$ cat src/rtl/fft32_pkg.sv
// Shared constants, stage-offset helper and sequencer states for the
// 32-point MDC FFT commutator controller.
package fft32_pkg;

  localparam int unsigned N_PTS = 32;
  localparam int unsigned N_STG = 5;
  localparam int unsigned PIPE  = 1;
  localparam int unsigned OFF_W = 6;
  localparam int unsigned CNT_W = 5;

  typedef enum logic [2:0] {
    ST_IDLE,
    ST_FILL,
    ST_RUN,
    ST_DRAIN_WAIT,
    ST_FLUSH
  } state_e;

  // Advance count at which the first sample reaches stage k.
  function automatic int unsigned stage_off(input int unsigned k);
    int unsigned off;
    off = 0;
    for (int unsigned i = 1; i <= k; i++) begin
      off += ((N_PTS / 2) >> (i - 1)) + PIPE;
    end
    return off;
  endfunction

endpackage

$ cat src/rtl/fft32_commutator_ctrl_stage_cnt.sv
// Per-stage sample counter and commutator-enable bit; clear beats set,
// set beats counting.
module stage_cnt
  import fft32_pkg::*;
#(
  parameter logic [CNT_W-1:0] SET_CNT = '0
) (
  input  logic             clk,
  input  logic             rst_n,
  input  logic             step,
  input  logic             set,
  input  logic             clr,
  output logic             mode,
  output logic [CNT_W-1:0] cnt,
  output logic             wrap
);

  logic             mode_d, mode_q;
  logic [CNT_W-1:0] cnt_d, cnt_q;

  always_comb begin
    mode_d = mode_q;
    cnt_d  = cnt_q;
    if (clr) begin
      mode_d = 1'b0;
      cnt_d  = '0;
    end else if (set) begin
      mode_d = 1'b1;
      cnt_d  = SET_CNT;
    end else if (step && mode_q) begin
      cnt_d = cnt_q + 1'b1;
    end
  end

  always_ff @(posedge clk or negedge rst_n) begin
    if (!rst_n) begin
      mode_q <= 1'b0;
      cnt_q  <= '0;
    end else begin
      mode_q <= mode_d;
      cnt_q  <= cnt_d;
    end
  end

  assign mode = mode_q;
  assign cnt  = cnt_q;
  assign wrap = step & mode_q & (cnt_q == '1);

endmodule

$ cat src/rtl/fft32_commutator_ctrl.sv
// Sequencer for the five MDC commutator stages: fill tracking, steady-state
// streaming and frame-aligned end-of-stream flush.
module fft32_commutator_ctrl
  import fft32_pkg::*;
(
  input  logic             clk,
  input  logic             rst_n,
  input  logic             in_valid,
  input  logic             flush_req,
  output logic             adv,
  output logic [N_STG-1:0] state_com_mode,
  output logic [6:0]       com_mask,
  output logic             frame_start,
  output logic             out_frame_start,
  output logic             busy
);

  localparam logic [OFF_W-1:0] OFF_LAST = OFF_W'(stage_off(N_STG - 1));

  state_e           state_q, state_d;
  logic [OFF_W-1:0] fcnt_q, fcnt_d;
  logic             flush_pend_q, flush_pend_d;

  logic [N_STG-1:0] mode, set, clr, wrap;
  logic [CNT_W-1:0] cnt [N_STG];
  logic             streaming, flushing, take;

  assign streaming = state_q inside {ST_FILL, ST_RUN, ST_DRAIN_WAIT};
  assign flushing  = (state_q == ST_FLUSH);
  // A pending request is honoured only on a stage-0 frame boundary.
  assign take      = streaming & (flush_pend_q | flush_req) &
                     ((cnt[0] == '0) | wrap[0]);

  for (genvar k = 0; k < N_STG; k++) begin : g_stage
    stage_cnt #(
      .SET_CNT(CNT_W'(k == 0 ? 1 : 0))
    ) u_stage (
      .clk  (clk),
      .rst_n(rst_n),
      .step (adv),
      .set  (set[k]),
      .clr  (clr[k]),
      .mode (mode[k]),
      .cnt  (cnt[k]),
      .wrap (wrap[k])
    );
  end

  always_comb begin
    set    = '0;
    clr    = '0;
    set[0] = (state_q == ST_IDLE) & in_valid;
    clr[0] = take;
    // Activation keeps running during a flush so a partial frame drains fully.
    for (int unsigned k = 1; k < N_STG; k++) begin
      set[k] = adv & ~mode[k] & (fcnt_q == OFF_W'(stage_off(k) - 1));
      clr[k] = flushing & wrap[k] & ~mode[k-1];
    end
  end

  always_ff @(posedge clk or negedge rst_n) begin
    if (!rst_n) begin
      state_q      <= ST_IDLE;
      fcnt_q       <= '0;
      flush_pend_q <= 1'b0;
    end else begin
      state_q      <= state_d;
      fcnt_q       <= fcnt_d;
      flush_pend_q <= flush_pend_d;
    end
  end

  always_comb begin
    state_d = state_q;
    unique case (state_q)
      ST_IDLE:       if (in_valid) state_d = ST_FILL;
      ST_FILL: begin
        if (take)                  state_d = ST_FLUSH;
        else if (flush_req)        state_d = ST_DRAIN_WAIT;
        else if (set[N_STG-1])     state_d = ST_RUN;
      end
      ST_RUN: begin
        if (take)                  state_d = ST_FLUSH;
        else if (flush_req)        state_d = ST_DRAIN_WAIT;
      end
      ST_DRAIN_WAIT: if (take) state_d = ST_FLUSH;
      ST_FLUSH:      if (clr[N_STG-1]) state_d = ST_IDLE;
      default:       state_d = ST_IDLE;
    endcase
  end

  always_comb begin
    fcnt_d       = fcnt_q;
    flush_pend_d = flush_pend_q;
    if (state_d == ST_IDLE)                  fcnt_d = '0;
    else if (state_q == ST_IDLE)             fcnt_d = OFF_W'(1);
    else if (adv && (fcnt_q != OFF_LAST))    fcnt_d = fcnt_q + 1'b1;
    if (!streaming || take)                  flush_pend_d = 1'b0;
    else if (flush_req)                      flush_pend_d = 1'b1;
  end

  always_comb begin
    adv             = (streaming & in_valid) | flushing;
    busy            = (state_q != ST_IDLE);
    state_com_mode  = mode;
    frame_start     = adv & mode[0] & (cnt[0] == '0);
    out_frame_start = adv & mode[N_STG-1] & (cnt[N_STG-1] == '0);
    com_mask        = '0;
    for (int unsigned k = 0; k < N_STG; k++) begin
      com_mask[k] = cnt[k][CNT_W-1-k];
    end
  end

endmodule

$ cat config.mk
export PLATFORM = sky130hd
export DESIGN_NAME = fft32_commutator_ctrl
export DESIGN_NICKNAME = d
export VERILOG_FILES = /design/src/rtl/fft32_pkg.sv /design/src/rtl/fft32_commutator_ctrl_stage_cnt.sv /design/src/rtl/fft32_commutator_ctrl.sv
export SDC_FILE = /design/constraint.sdc
export NUM_CORES = 1
export LEC_CHECK = 0
export BUFFER_PORTS_ARGS = -buffer_cell sky130_fd_sc_hd__buf_2
export CAP_MARGIN = 20
export CELL_PAD_IN_SITES_DETAIL_PLACEMENT = 0
export CELL_PAD_IN_SITES_GLOBAL_PLACEMENT = 1
export CORE_ASPECT_RATIO = 0.75
export CORE_UTILIZATION = 40
export CTS_CLUSTER_DIAMETER = 60
export DETAILED_ROUTE_END_ITERATION = 6
export PLACE_DENSITY = 0.77
export SKIP_LAST_GASP = 1
export SYNTH_ARGS = -nofsm -noshare
export SYNTH_HDL_FRONTEND = slang
export SYNTH_SLANG_ARGS = --single-unit
$ cat constraint.sdc
create_clock -name clk -period 2.95 [get_ports clk]
set_input_delay 0.295 -clock clk [delete_from_list [all_inputs] [get_ports clk]]
set_output_delay 0.295 -clock clk [all_outputs]
set_load 0.05 [all_outputs]
Yosys cells after proc, flatten, opt, wreduce, memory -nomap -nowiden
Cells that the tools add are included.
- register bits: 40
- bits in latches: 0
- memory bits (writable): 0
- memories: 0
- memory bits (read-only): 0
- logic and storage cells: 138
- output and inout bits: 16
- $add $sub $neg: 6
- shift-type cells: 0
- $mul: 0
- bitwise operators: 40
- div/mod/pow operators: 0
- magnitude comparators: 0
- mux-type cells: 39
- equality and inequality tests: 14
- reduce and logical (&&, ||, !) cells: 26
- operator list (operator ; count):
    5-bit 2-to-1 mux ; 15
    1-bit AND ; 32
    5-bit by 1-bit adder with 5-bit output (second input constant) ; 5
    5-bit == test (second input constant) ; 5
    3-bit 2-to-1 mux ; 8
    3-bit nonzero test ; 8
    6-bit by 5-bit == test with 1-bit output (second input constant) ; 3
    6-bit 2-to-1 mux ; 3
    3-bit case mux with 5 select lines ; 1
    1-bit 2-to-1 mux ; 12
    2-bit nonzero test ; 6
    5-bit zero test ; 2
    6-bit by 1-bit adder with 6-bit output (second input constant) ; 1
    3-bit by 2-bit == test with 1-bit output (second input constant) ; 2
    6-bit == test (second input constant) ; 1
    1-bit logical AND ; 6
    3-bit zero test ; 2
    6-bit != test (second input constant) ; 1
    1-bit inverter ; 5
    3-bit by 1-bit == test with 1-bit output (second input constant) ; 1
    3-bit == test (second input constant) ; 1
    1-bit bitwise OR ; 3
    1-bit zero test ; 1
    1-bit logical OR ; 1

Depth between registers and ports, before layout
Gate-level depths: netlist of run 1.
- word-level depth: 12
- gate-level depth with buffers: 8
- gate-level depth less buffers: 8

Cells and area by module
From an unflattened synthesis of run 1, not the netlist that was laid out.
- cell total of the unflattened synthesis: 225
- area total of the unflattened synthesis: 2264.7 µm²
- by module, submodules not included (module ; cells each ; instances ; area an instance (µm²)):
    stage_cnt at g_stage[1].u_stage ... ; 29 ; 4 ; 287.8
    fft32_commutator_ctrl ; 82 ; 1 ; 815.8
    stage_cnt at g_stage[0].u_stage ; 27 ; 1 ; 297.8

Worst setup path before layout of run 1
OpenSTA, ideal clock, no wires.
- path kind: flip-flop to output port
- start: reg state_q[1]
- end: out out_frame_start
- setup slack: 329 ps
- required time: 2655 ps
- data arrival time: 2326 ps
- stages on the path, launching flop included: 7
- cells stage by stage: dfrtp_1 -> nor3b_4 -> a21oi_4 -> inv_1 -> buf_4 -> nand2_1 -> nor3_1
- longest elaborated chain between the ends: 6
- elaborated cells on any way between the ends: 9
- those cells by class: 4 x eq/ne; 4 x bitwise; 1 x reduce/logical
- RTL lines (element ; RTL line ; RTL):
    from (decl) ; fft32_commutator_ctrl.sv:20 ; state_e state_q, state_d;
    from (signal assigned) ; fft32_commutator_ctrl.sv:67 ; state_q <= state_d;
    3-bit by 1-bit == test with 1-bit output or 3-bit by 2-bit == test with 1-bit output (tied branches) ; fft32_commutator_ctrl.sv:28 ; assign streaming = state_q inside {ST_FILL, ST_RUN, ST_DRAIN_WAIT};
    3-bit nonzero test ; fft32_commutator_ctrl.sv:28 ;
    1-bit AND ; fft32_commutator_ctrl.sv:103 ; adv = (streaming & in_valid) | flushing;
    1-bit bitwise OR * ; fft32_commutator_ctrl.sv:103 ;
    via adv ; fft32_commutator_ctrl.sv:10 ; output logic adv,
    1-bit AND * (2 in a row) ; fft32_commutator_ctrl.sv:107 ; out_frame_start = adv & mode[N_STG-1] & (cnt[N_STG-1] == '0);
    to (decl) ; fft32_commutator_ctrl.sv:14 ; output logic out_frame_start,
Mark *: on every way through the listed nets, which the timed path passes. The rest lies on a longest branch.

Worst setup path after layout of run 1
- start: reg state_q[0]
- end: out frame_start
- longest elaborated chain between the ends: 6
- elaborated cells on any way between the ends: 9
- those cells by class: 4 x eq/ne; 4 x bitwise; 1 x reduce/logical
- RTL lines (element ; RTL line ; RTL):
    3-bit by 1-bit == test with 1-bit output or 3-bit by 2-bit == test with 1-bit output (tied branches) ; fft32_commutator_ctrl.sv:28 ;
    3-bit nonzero test ; fft32_commutator_ctrl.sv:28 ;
    1-bit AND ; fft32_commutator_ctrl.sv:103 ;
    1-bit bitwise OR * ; fft32_commutator_ctrl.sv:103 ;
    1-bit AND * (2 in a row) ; fft32_commutator_ctrl.sv:106 ; frame_start = adv & mode[0] & (cnt[0] == '0);
    to (decl) ; fft32_commutator_ctrl.sv:13 ; output logic frame_start,
Mark *: on every way between the ends. The rest lies on a longest branch, timed or not.

==> results of run 1 <==
how the worst max path moves through the flow:
stage	from	end	slack, ps	cells after the start
6_report	state_q[0]	frame_start	320	6
5_1_grt	state_q[1]	frame_start	130	6
4_1_cts	state_q[0]	frame_start	290	6
3_5_place_dp	state_q[0]	frame_start	630	6
3_3_place_gp	state_q[1]	frame_start	670	6
2_1_floorplan	state_q[1]	out_frame_start	330	6
cells by family (layout without fill, tap and decap cells):
| kind of cell | after synthesis | count (layout) | share of synthesized area (%) |
|---|---|---|---|
| AOI/OAI and AO/OA | 42 | 42 | 12.64 |
| xor gates and xnor gates | 12 | 12 | 4.480 |
| adders and majority gates | 16 | 16 | 8.533 |
| buffers and inverters | 29 | 35 | 7.200 |
| DFF | 40 | 40 | 42.67 |
| muxes | 7 | 7 | 3.200 |
| other | 1 | 2 | 0.1598 |
| and+or+nand+nor | 89 | 89 | 21.12 |
cells in the final DEF, fill, tap and decap left out, types with 2 or more instances in the layout:
cell / instances
conb_1: 2
xor2_1: 6
nor3_1: 13
xnor2_1: 6
nor2_1: 22
mux2_2: 4
inv_1: 11
ha_1: 16
and3_1: 8
nand4_1: 3
dfrtp_1: 40
nand2b_1: 4
clkbuf_8: 7
o21ai_0: 10
or2_2: 3
o31ai_1: 3
buf_2: 17
nor2b_1: 2
a22o_1: 9
nand4b_1: 2
nand2_1: 9
nand3b_1: 3
nand3_1: 9
mux2i_1: 3
nor3b_1: 2
a21oi_1: 8
worst reg2reg max path, cell delays in order (launching register included):
cell and delay (ps):
dfrtp_1 470, o21ba_2 270, a21oi_4 430, inv_1 340, and3_1 290, mux2_2 260
per-layer routing:
metal | global-route usage (%) | part of all wire (%)
met1 | 24.10 | 56
met2 | 22.71 | 40
met3 | 3.333 | 2.6
met4 | 5.444 | 1.1
met5 | 0 | 0
area by class of cell:
class / count / area, sq um / area share (%)
Inverter: 11 / 41.29 / 1.653
Tap cell: 75 / 93.84 / 3.758
Clock buffer: 7 / 96.34 / 3.858
Timing Repair Buffer: 17 / 85.08 / 3.407
Sequential cell: 40 / 1001 / 40.08
Multi-Input combinational cell: 168 / 1180 / 47.24
power groups by stage:
stage	sequential [mW]	combinational, mW	clock, mW
after floorplan	0.767	0.476	0
after global placement	0.831	0.484	0
after detailed placement	0.833	0.495	0
after CTS	0.824	0.497	0.407
after global routing	0.848	0.550	0.423
final	0.826	0.494	0.392
synth_stat cells (2+ instances only):
cell type / number
nand3b_1: 3
xor2_1: 6
dfrtp_1: 40
mux2_2: 4
a22o_1: 9
nand2_1: 9
o21ai_0: 10
buf_4: 14
nand2b_1: 4
and3_1: 8
xnor2_1: 6
inv_1: 11
o31ai_1: 3
nor2_1: 22
clkbuf_1: 3
nor3b_1: 2
nand4b_1: 2
nor2b_1: 2
nand4_1: 3
ha_1: 16
mux2i_1: 3
nor3_1: 13
a21oi_1: 8
nand3_1: 9
or2_2: 3
metrics by stage:
step | utilization, % | setup WS, ps | hold slack (ps) | total power, mW | instance area, sq um
final | 45.44 | 324.0 | 127.8 | 1.711 | 2497
after global routing | 45.44 | 133.3 | 209.8 | 1.821 | 2497
after CTS | 45.44 | 291.4 | 164.3 | 1.728 | 2497
after detailed placement | 43.68 | 625.0 | 485.2 | 1.328 | 2401
after global placement | 43.68 | 670.5 | 483.8 | 1.314 | 2401
after floorplan | - | 329.2 | -0.5911 | 1.243 | 2350
flip-flops by register name, indices dropped and copies added (netlist names):
register and flops:
g_stage.u_stage.mode 5, flush_pend_q 1, g_stage.u_stage.cnt 25, fcnt_q 6, state_q 3
==> impl_metrics.tcl, run 1 <==
set metrics [dict create \
    p_int_mw 1.080 \
    critPathKind "reg2out" \
    grt_pass1_wl_mm 7.590 \
    vias 1677 \
    status "finished clean" \
    die_area_sq_um 6179 \
    ys.flop_type "dfrtp_1" \
    cts_root_buf "clkbuf_8" \
    antenna_left 0 \
    placedCellCount 311 \
    grt_max_degree 41 \
    rr_worst_depth 5 \
    skew_ps 5.006 \
    swShare_pct 36.87 \
    switchingPower_mw 0.6310 \
    cts_tree "done" \
    cp.arrival_ps 2330 \
    grt_use_total_pct 16.05 \
    nets 263 \
    drv_cap 0 \
    grt_setup_unrepaired "false" \
    p_leak_nw 1.175 \
    syn_area_per_cell_sq_um 9.941 \
    post_cts_buffers 0 \
    period_needed_ps 2626 \
    die_x_um 90.43 \
    setup_tns_ps 0 \
    cts-resized-gates 0 \
    final-hold-violation-count 0 \
    crit_required_ps 2650 \
    r2r_slack_ps 780 \
    slew_headroom_pct 40.34 \
    antenna_cells 0 \
    wirelength_mm 4.485 \
    synthToLayoutAreaGrowth_pct 6.454 \
    fillers 523 \
    synth_edf_count 0 \
    synthTopCellsByArea "dfrtp_1, ha_1, buf_4" \
    powerDensity_nw_per_um2 685.3 \
    ys_seq_area_share_pct 42.67 \
    antenna_found_initial 0 \
    htree_levels 2 \
    fp.dieH_um 68.33 \
    portBuffers 17 \
    ys_ff_latch 40 \
    post-route-drc-count 0 \
    dr.pass1.iters 4 \
    p_seq_share_pct 48.3 \
    numCtsBuffers 5 \
    stdcell_count 318 \
    start_util_pct 42.68 \
    ys_types 48 \
    ys.warnings.count 0 \
    dpl.hpwl_mm 3.211 \
    drive_gt1_share_pct 15.23 \
    r2r-start "state_q[0]" \
    clockPowerShare_pct 22.9 \
    synth_top_area_share_pct 42.67 \
    clk_pin_slew_ps 80 \
    clock.fmax_mhz 380.8 \
    p_comb_share_pct 28.8 \
    worstSetupEndpointType "primary output" \
    period_share_pct 89.02 \
    place_congestion 0.7545 \
    hold_class "in2async" \
    path_buf_inv 2 \
    grt_pass1_vias 1523 \
    cts.path.max_buffers 2 \
    cts.sinks 40 \
    viasPerCell 5.274 \
    synth_top_area_cell "dfrtp_1" \
    slowest_stage "dfrtp_1" \
    core_sq_um 5497 \
    setup_viol 0 \
    cpPeakStageDelay_ps 470 \
    synthArstFlopShare_pct 100.0 \
    syn_inst 236 \
    ir_worst_vdd_mv 0.3116 \
    cp-start-kind "register" \
    syn-cell-area_sq_um 2346 \
    r2r_end "g_stage[1].u_stage.cnt[0]" \
    critPathMaxFanout 18 \
    cpLargestDelayFamily "compound AO/OA/AOI/OAI gates" \
    fp-row-count 23 \
    crit_chain "o21ba_2 -> a21oi_4 -> inv_1 -> nand2_1 -> nor2_1 -> buf_2" \
    worst_pin_slew_ps 895.0 \
    final-max-slew-violation-count 0 \
    insertion_delay_ps 290 \
    holdBufCountCts 0 \
    grt_overflow 0 \
    io_pins 20 \
    wl_per_cell_um 14.10 \
    drtIter0Drc 126 \
]
Power figures use the tool's default switching activity.
==> inputs of run 2 (changes only) <==
--- a/config.mk
+++ b/config.mk
@@ -5,6 +5,7 @@
 export SDC_FILE = /design/constraint.sdc
 export NUM_CORES = 1
 export LEC_CHECK = 0
+export ABC_AREA = 1
 export BUFFER_PORTS_ARGS = -buffer_cell sky130_fd_sc_hd__buf_2
 export CAP_MARGIN = 20
 export CELL_PAD_IN_SITES_DETAIL_PLACEMENT = 0
@@ -13,7 +14,7 @@
 export CORE_UTILIZATION = 40
 export CTS_CLUSTER_DIAMETER = 60
 export DETAILED_ROUTE_END_ITERATION = 6
-export PLACE_DENSITY = 0.77
+export PLACE_DENSITY = 0.79
 export SKIP_LAST_GASP = 1
 export SYNTH_ARGS = -nofsm -noshare
 export SYNTH_HDL_FRONTEND = slang
==> impl_metrics.tcl, run 2 <==
set metrics [dict create \
    synthToLayoutAreaGrowth_pct 7.065 \
    wl_per_cell_um 11.43 \
    cts.sinks 40 \
    fp-row-count 24 \
    vias 1776 \
    critPathMaxFanout 12 \
    dr.pass1.iters 4 \
    synth_edf_count 0 \
    r2r_end "fcnt_q[2]" \
    synth_top_area_share_pct 41.26 \
    cts-resized-gates 0 \
    grt_pass1_vias 1715 \
    ys_types 31 \
    fin_area_sq_um 2597 \
    syn-cell-area_sq_um 2426 \
    dpl.hpwl_mm 3.293 \
    p_leak_nw 1.382 \
    p_seq_share_pct 37.1 \
    wirelength_mm 4.401 \
    portBuffers 17 \
    dpl_worst_slack_ps 1070 \
    slew_headroom_pct 38.23 \
    synth_xor_area_share_pct 3.971 \
    post_cts_buffers 0 \
    stdcell_count 385 \
    ys.flop_type "dfrtp_1" \
    holdBufCountCts 0 \
    viasPerCell 4.613 \
    cp-start-kind "register" \
    cts_root_buf "clkbuf_8" \
    place_area_sq_um 2507 \
    largest_register_ffs 25 \
    clock.fmax_mhz 456.9 \
    synth_top_area_cell "dfrtp_1" \
    grt_overflow 0 \
    switchingPower_mw 0.8827 \
    antenna_cells 0 \
    drtIter0Drc 67 \
    yosys.area_share.simple_pct 25.89 \
    drive_gt1_share_pct 14.66 \
    synth-compound-area-share_pct 7.633 \
    post-route-drc-count 0 \
    final_util_pct 44.59 \
    layout_commonest_cell "nand2_1" \
    setup_viol 0 \
    final_cell_mix "nand2_1, inv_1, dfrtp_1" \
    rr_worst_depth 11 \
    synth_top_family_by_area "simple AND/OR/NAND/NOR gates" \
    clockPowerShare_pct 19.2 \
    synthTopCellsByArea "dfrtp_1, ha_1, nand2_1" \
    hold_class "in2async" \
    die_area_sq_um 6384 \
    start_util_pct 41.65 \
    fillers 585 \
    antenna_found_initial 0 \
    cts_tree "done" \
    grt_setup_unrepaired "false" \
    power_mw 1.980 \
    core_sq_um 5826 \
    cp.arrival_ps 1890 \
    r2r-start "g_stage[0].u_stage.cnt[0]" \
    ys_top_cells_by_count "nand2_1, inv_1, dfrtp_1" \
    cts.path.max_buffers 2 \
    worst_pin_slew_ps 926.5 \
    ys_seq_area_share_pct 41.26 \
    p_int_mw 1.097 \
    nets 326 \
    synth-adder-area-share_pct 8.252 \
    numCtsBuffers 5 \
    period_needed_ps 2189 \
    synthArstFlopShare_pct 100.0 \
    insertion_delay_ps 300 \
    syn_area_per_cell_sq_um 8.252 \
    ys.warnings.count 0 \
    placedCellCount 377 \
    final-max-slew-violation-count 0 \
    powerDensity_nw_per_um2 762.3 \
    ir_worst_vdd_mv 0.3589 \
    r2r_slack_ps 1060 \
    muxShareOfSynthArea_pct 0.4126 \
    antenna_left 0 \
    setup_ws_ps 761.1 \
    skew_ps 3.865 \
    drv_cap 0 \
    grt_pass1_wl_mm 7.810 \
    hold_slack_ps 132.9 \
    period_share_pct 74.20 \
    setup_tns_ps 0 \
    fp.dieH_um 69.45 \
    status "finished clean" \
    place_congestion 0.7915 \
    synth.most_common_cell "nand2_1" \
    grt_max_degree 41 \
    worstSetupEndpointType "primary output" \
    ys_ff_latch 40 \
    clk_pin_slew_ps 70 \
    final-hold-violation-count 0 \
    swShare_pct 44.58 \
    grt_use_total_pct 15.66 \
    die_x_um 91.93 \
    critPathKind "reg2out" \
    syn_inst 294 \
    crit_required_ps 2650 \
    htree_levels 2 \
    p_comb_share_pct 43.8 \
    io_pins 20 \
]
-- run 2: changes by cell type after synthesis, moves of 6 or more --
cell     change
nand3_1     +10
nor2_1       +6
nor3_1       -7
nand2_1     +43
a22o_1       -7
inv_1       +37
-- run 2: how the worst max path moves through the flow --
stage,start,end,slack (ps),depth (start not counted)
after detailed placement,g_stage[0].u_stage.cnt[0],fcnt_q[2],1070,11
after global placement,state_q[1],frame_start,1130,8
after global routing,state_q[1],frame_start,620,8
after floorplan,state_q[1],out_frame_start,560,6
final,state_q[1],frame_start,760,8
after CTS,state_q[1],frame_start,750,8
-- run 2: power groups by stage --
| stage | clock (mW) | combinational (mW) | sequential (mW) |
|---|---|---|---|
| floorplan | 0 | 0.750 | 0.724 |
| global placement | 0 | 0.874 | 0.740 |
| detailed placement | 0 | 0.876 | 0.744 |
| CTS | 0.396 | 0.877 | 0.734 |
| global route | 0.411 | 0.989 | 0.751 |
| finish | 0.379 | 0.866 | 0.734 |
-- run 2: per-layer routing --
metal | track usage (%) | wire length [um]
met5 | 0 | 0
met4 | 6.771 | 87
met3 | 3.728 | 160
met2 | 23.22 | 1818
met1 | 21.82 | 2336
-- run 2: critical path, stage by stage, from the launching register on --
cell and delay (ps):
dfrtp_1 420, nor2_1 160, nand2_1 120, nand2_4 190, inv_2 90, nor2_4 150, inv_1 100, nor2_1 90
buf_2 260
-- run 2: cell type report --
cell class	count	area [sq um]	share of cell area, %
Tap cell	78	97.59	3.757
Multi-Input combinational cell	190	1127	43.40
Sequential cell	40	1001	38.54
Inverter	52	196.4	7.563
Clock buffer	8	90.09	3.468
Timing Repair Buffer	17	85.08	3.276
-- run 2: kinds of logic (layout without fill, tap and decap cells) --
group,count (synthesis),after routing
multiplexers,1,1
XOR/XNOR,11,11
flip-flops,40,40
AND/OR/NAND/NOR,130,130
buffers and inverters,65,77
adder cells (fa/ha/maj),16,16
AO/OA/AOI/OAI,30,30
other,1,2
==> inputs of run 3 (changes only) <==
--- a/config.mk
+++ b/config.mk
@@ -14,7 +14,7 @@
 export CORE_UTILIZATION = 40
 export CTS_CLUSTER_DIAMETER = 60
 export DETAILED_ROUTE_END_ITERATION = 6
-export PLACE_DENSITY = 0.79
+export PLACE_DENSITY = 0.82
 export SKIP_LAST_GASP = 1
 export SYNTH_ARGS = -nofsm -noshare
 export SYNTH_HDL_FRONTEND = slang
==> constraint.sdc (replaced) <==
create_clock -name clk -period 1.9 [get_ports clk]
set_input_delay 0.19 -clock clk [delete_from_list [all_inputs] [get_ports clk]]
set_output_delay 0.19 -clock clk [all_outputs]
set_load 0.05 [all_outputs]
==> impl_metrics.tcl, run 3 (synthesized netlist as in run 2, its figures left out) <==
set metrics [dict create \
    cp-start-kind "register" \
    final_util_pct 46.97 \
    drtIter0Drc 71 \
    die_area_sq_um 6384 \
    rr_worst_depth 11 \
    cts.path.max_buffers 2 \
    core_sq_um 5826 \
    grt_max_degree 22 \
    final-hold-violation-count 0 \
    dr.pass1.iters 4 \
    cts_root_buf "clkbuf_8" \
    grt_pass1_vias 1812 \
    cts_tree "done" \
    io_pins 20 \
    dpl.hpwl_mm 3.414 \
    fin_area_sq_um 2736 \
    synthToLayoutAreaGrowth_pct 12.79 \
    critPathKind "reg2reg" \
    r2r-start "g_stage[0].u_stage.cnt[1]" \
    largest_register_ffs 25 \
    cp_common_cell "nand2_2" \
    nets 334 \
    crit_chain "ha_2 -> and3_1 -> ha_1 -> nand3_2 -> nand2_2 -> nand2_4 -> nand2_2 -> nand2_2 -> nand2_4 -> o21bai_4 -> nor2_1" \
    fp.dieH_um 69.45 \
    hold_path_end "g_stage[0].u_stage.mode" \
    cp.arrival_ps 1950 \
    die_x_um 91.93 \
    period_needed_ps 1771 \
    hp-start "in_valid" \
    setup_viol 0 \
    grt_setup_unrepaired "false" \
    r2r_end "fcnt_q[5]" \
    drv_cap 0 \
    clk_pin_slew_ps 80 \
    insertion_delay_ps 290 \
    whs_path_depth 3 \
    skew_ps 6.205 \
    post-route-drc-count 0 \
    status "finished clean" \
    period_share_pct 93.20 \
    p_leak_nw 1.437 \
    grt_use_total_pct 16.32 \
    numCtsBuffers 5 \
    place_congestion 0.8067 \
    viasPerCell 4.644 \
    clock.fmax_mhz 564.7 \
    drive_gt1_share_pct 21.27 \
    setup_ws_ps 129.2 \
    final_cell_mix "inv_1, nand2_1, dfrtp_1" \
    htree_levels 2 \
    fp-row-count 24 \
    hold_class "in2reg" \
    cpPeakStageDelay_ps 410 \
    dpl_worst_slack_ps 55.41 \
    r2r_slack_ps 130 \
    critPathMaxFanout 5 \
    powerDensity_nw_per_um2 1204 \
    vias 1825 \
    slowest_stage "dfrtp_1" \
    antenna_left 0 \
    worstSetupEndpointType "register" \
    cts.sinks 40 \
    antenna_found_initial 0 \
    grt_overflow 0 \
    final-max-slew-violation-count 0 \
    crit_required_ps 2080 \
    wl_per_cell_um 11.61 \
    wirelength_mm 4.561 \
    setup_tns_ps 0 \
    start_util_pct 41.65 \
    place_area_sq_um 2542 \
    ir_worst_vdd_mv 0.6399 \
    grt_pass1_wl_mm 8.238 \
    antenna_cells 0 \
    portBuffers 17 \
]
run 3: cell count changes in the layout (fill, tap and decap cells not counted), sizes merged:
cell	change
buf	+6
clkbuf	+1
dlygate4sd3	+1
run 3: timing repair:
item | CTS | global route
hold buffers | 1 | 0
buffers inserted | 3 | 2
resized for setup | 2 | 17
pin swaps | 1 | 6
hold endpoints to repair | 20 | 0
endpoints found under the setup margin | 2 | 11
run 3: where the power goes:
group | total [mW] | internal, mW | leakage, nW | switching [mW]
sequential | 1.14 | 1.00 | 0.517 | 0.142
clock | 0.589 | 0.296 | 0.0455 | 0.292
combinational | 1.56 | 0.530 | 0.874 | 1.03
run 3: routing by layer:
metal	up-vias	track usage, %	share of wire [%]
li1	955	-	-
met1	846	22.97	53
met2	20	24.96	43
met3	4	3.728	2.4
met4	0	5.208	0.77
met5	-	0	0
run 3: final cells by class:
type	instances	area, sq um
Clock buffer	8	90.09
Sequential cell	40	1001
Tap cell	78	97.59
Fill cell	592	3089
Multi-Input combinational cell	190	1179
Timing Repair Buffer	25	172.7
Inverter	52	196.4
run 3: per-stage QoR:
step | power, mW | std cells | hold WS [ps]
after CTS | 3.203 | 391 | 246.1
after global routing | 3.562 | 393 | 282.1
after global placement | 2.519 | 379 | 184.1
final | 3.293 | 393 | 267.3
after detailed placement | 2.540 | 379 | 188.4
after floorplan | 2.293 | 295 | -105.6
run 3: worst max-delay path, delay by kind of cell, from the launching register on:
| family | cells | cell delay [ps] |
|---|---|---|
| and+or+nand+nor | 8 | 680 |
| adders and majority gates | 2 | 390 |
| DFF | 1 | 410 |
| AOI/OAI and AO/OA | 1 | 180 |
run 3: how the worst max path moves through the flow:
stage	start	to	cells past startpoint
after floorplan	state_q[1]	out_frame_start	6
after global placement	g_stage[0].u_stage.cnt[0]	fcnt_q[5]	11
after detailed placement	g_stage[0].u_stage.cnt[0]	fcnt_q[5]	11
after CTS	state_q[1]	frame_start	8
after global routing	g_stage[0].u_stage.cnt[1]	fcnt_q[5]	11
final	g_stage[0].u_stage.cnt[1]	fcnt_q[5]	11
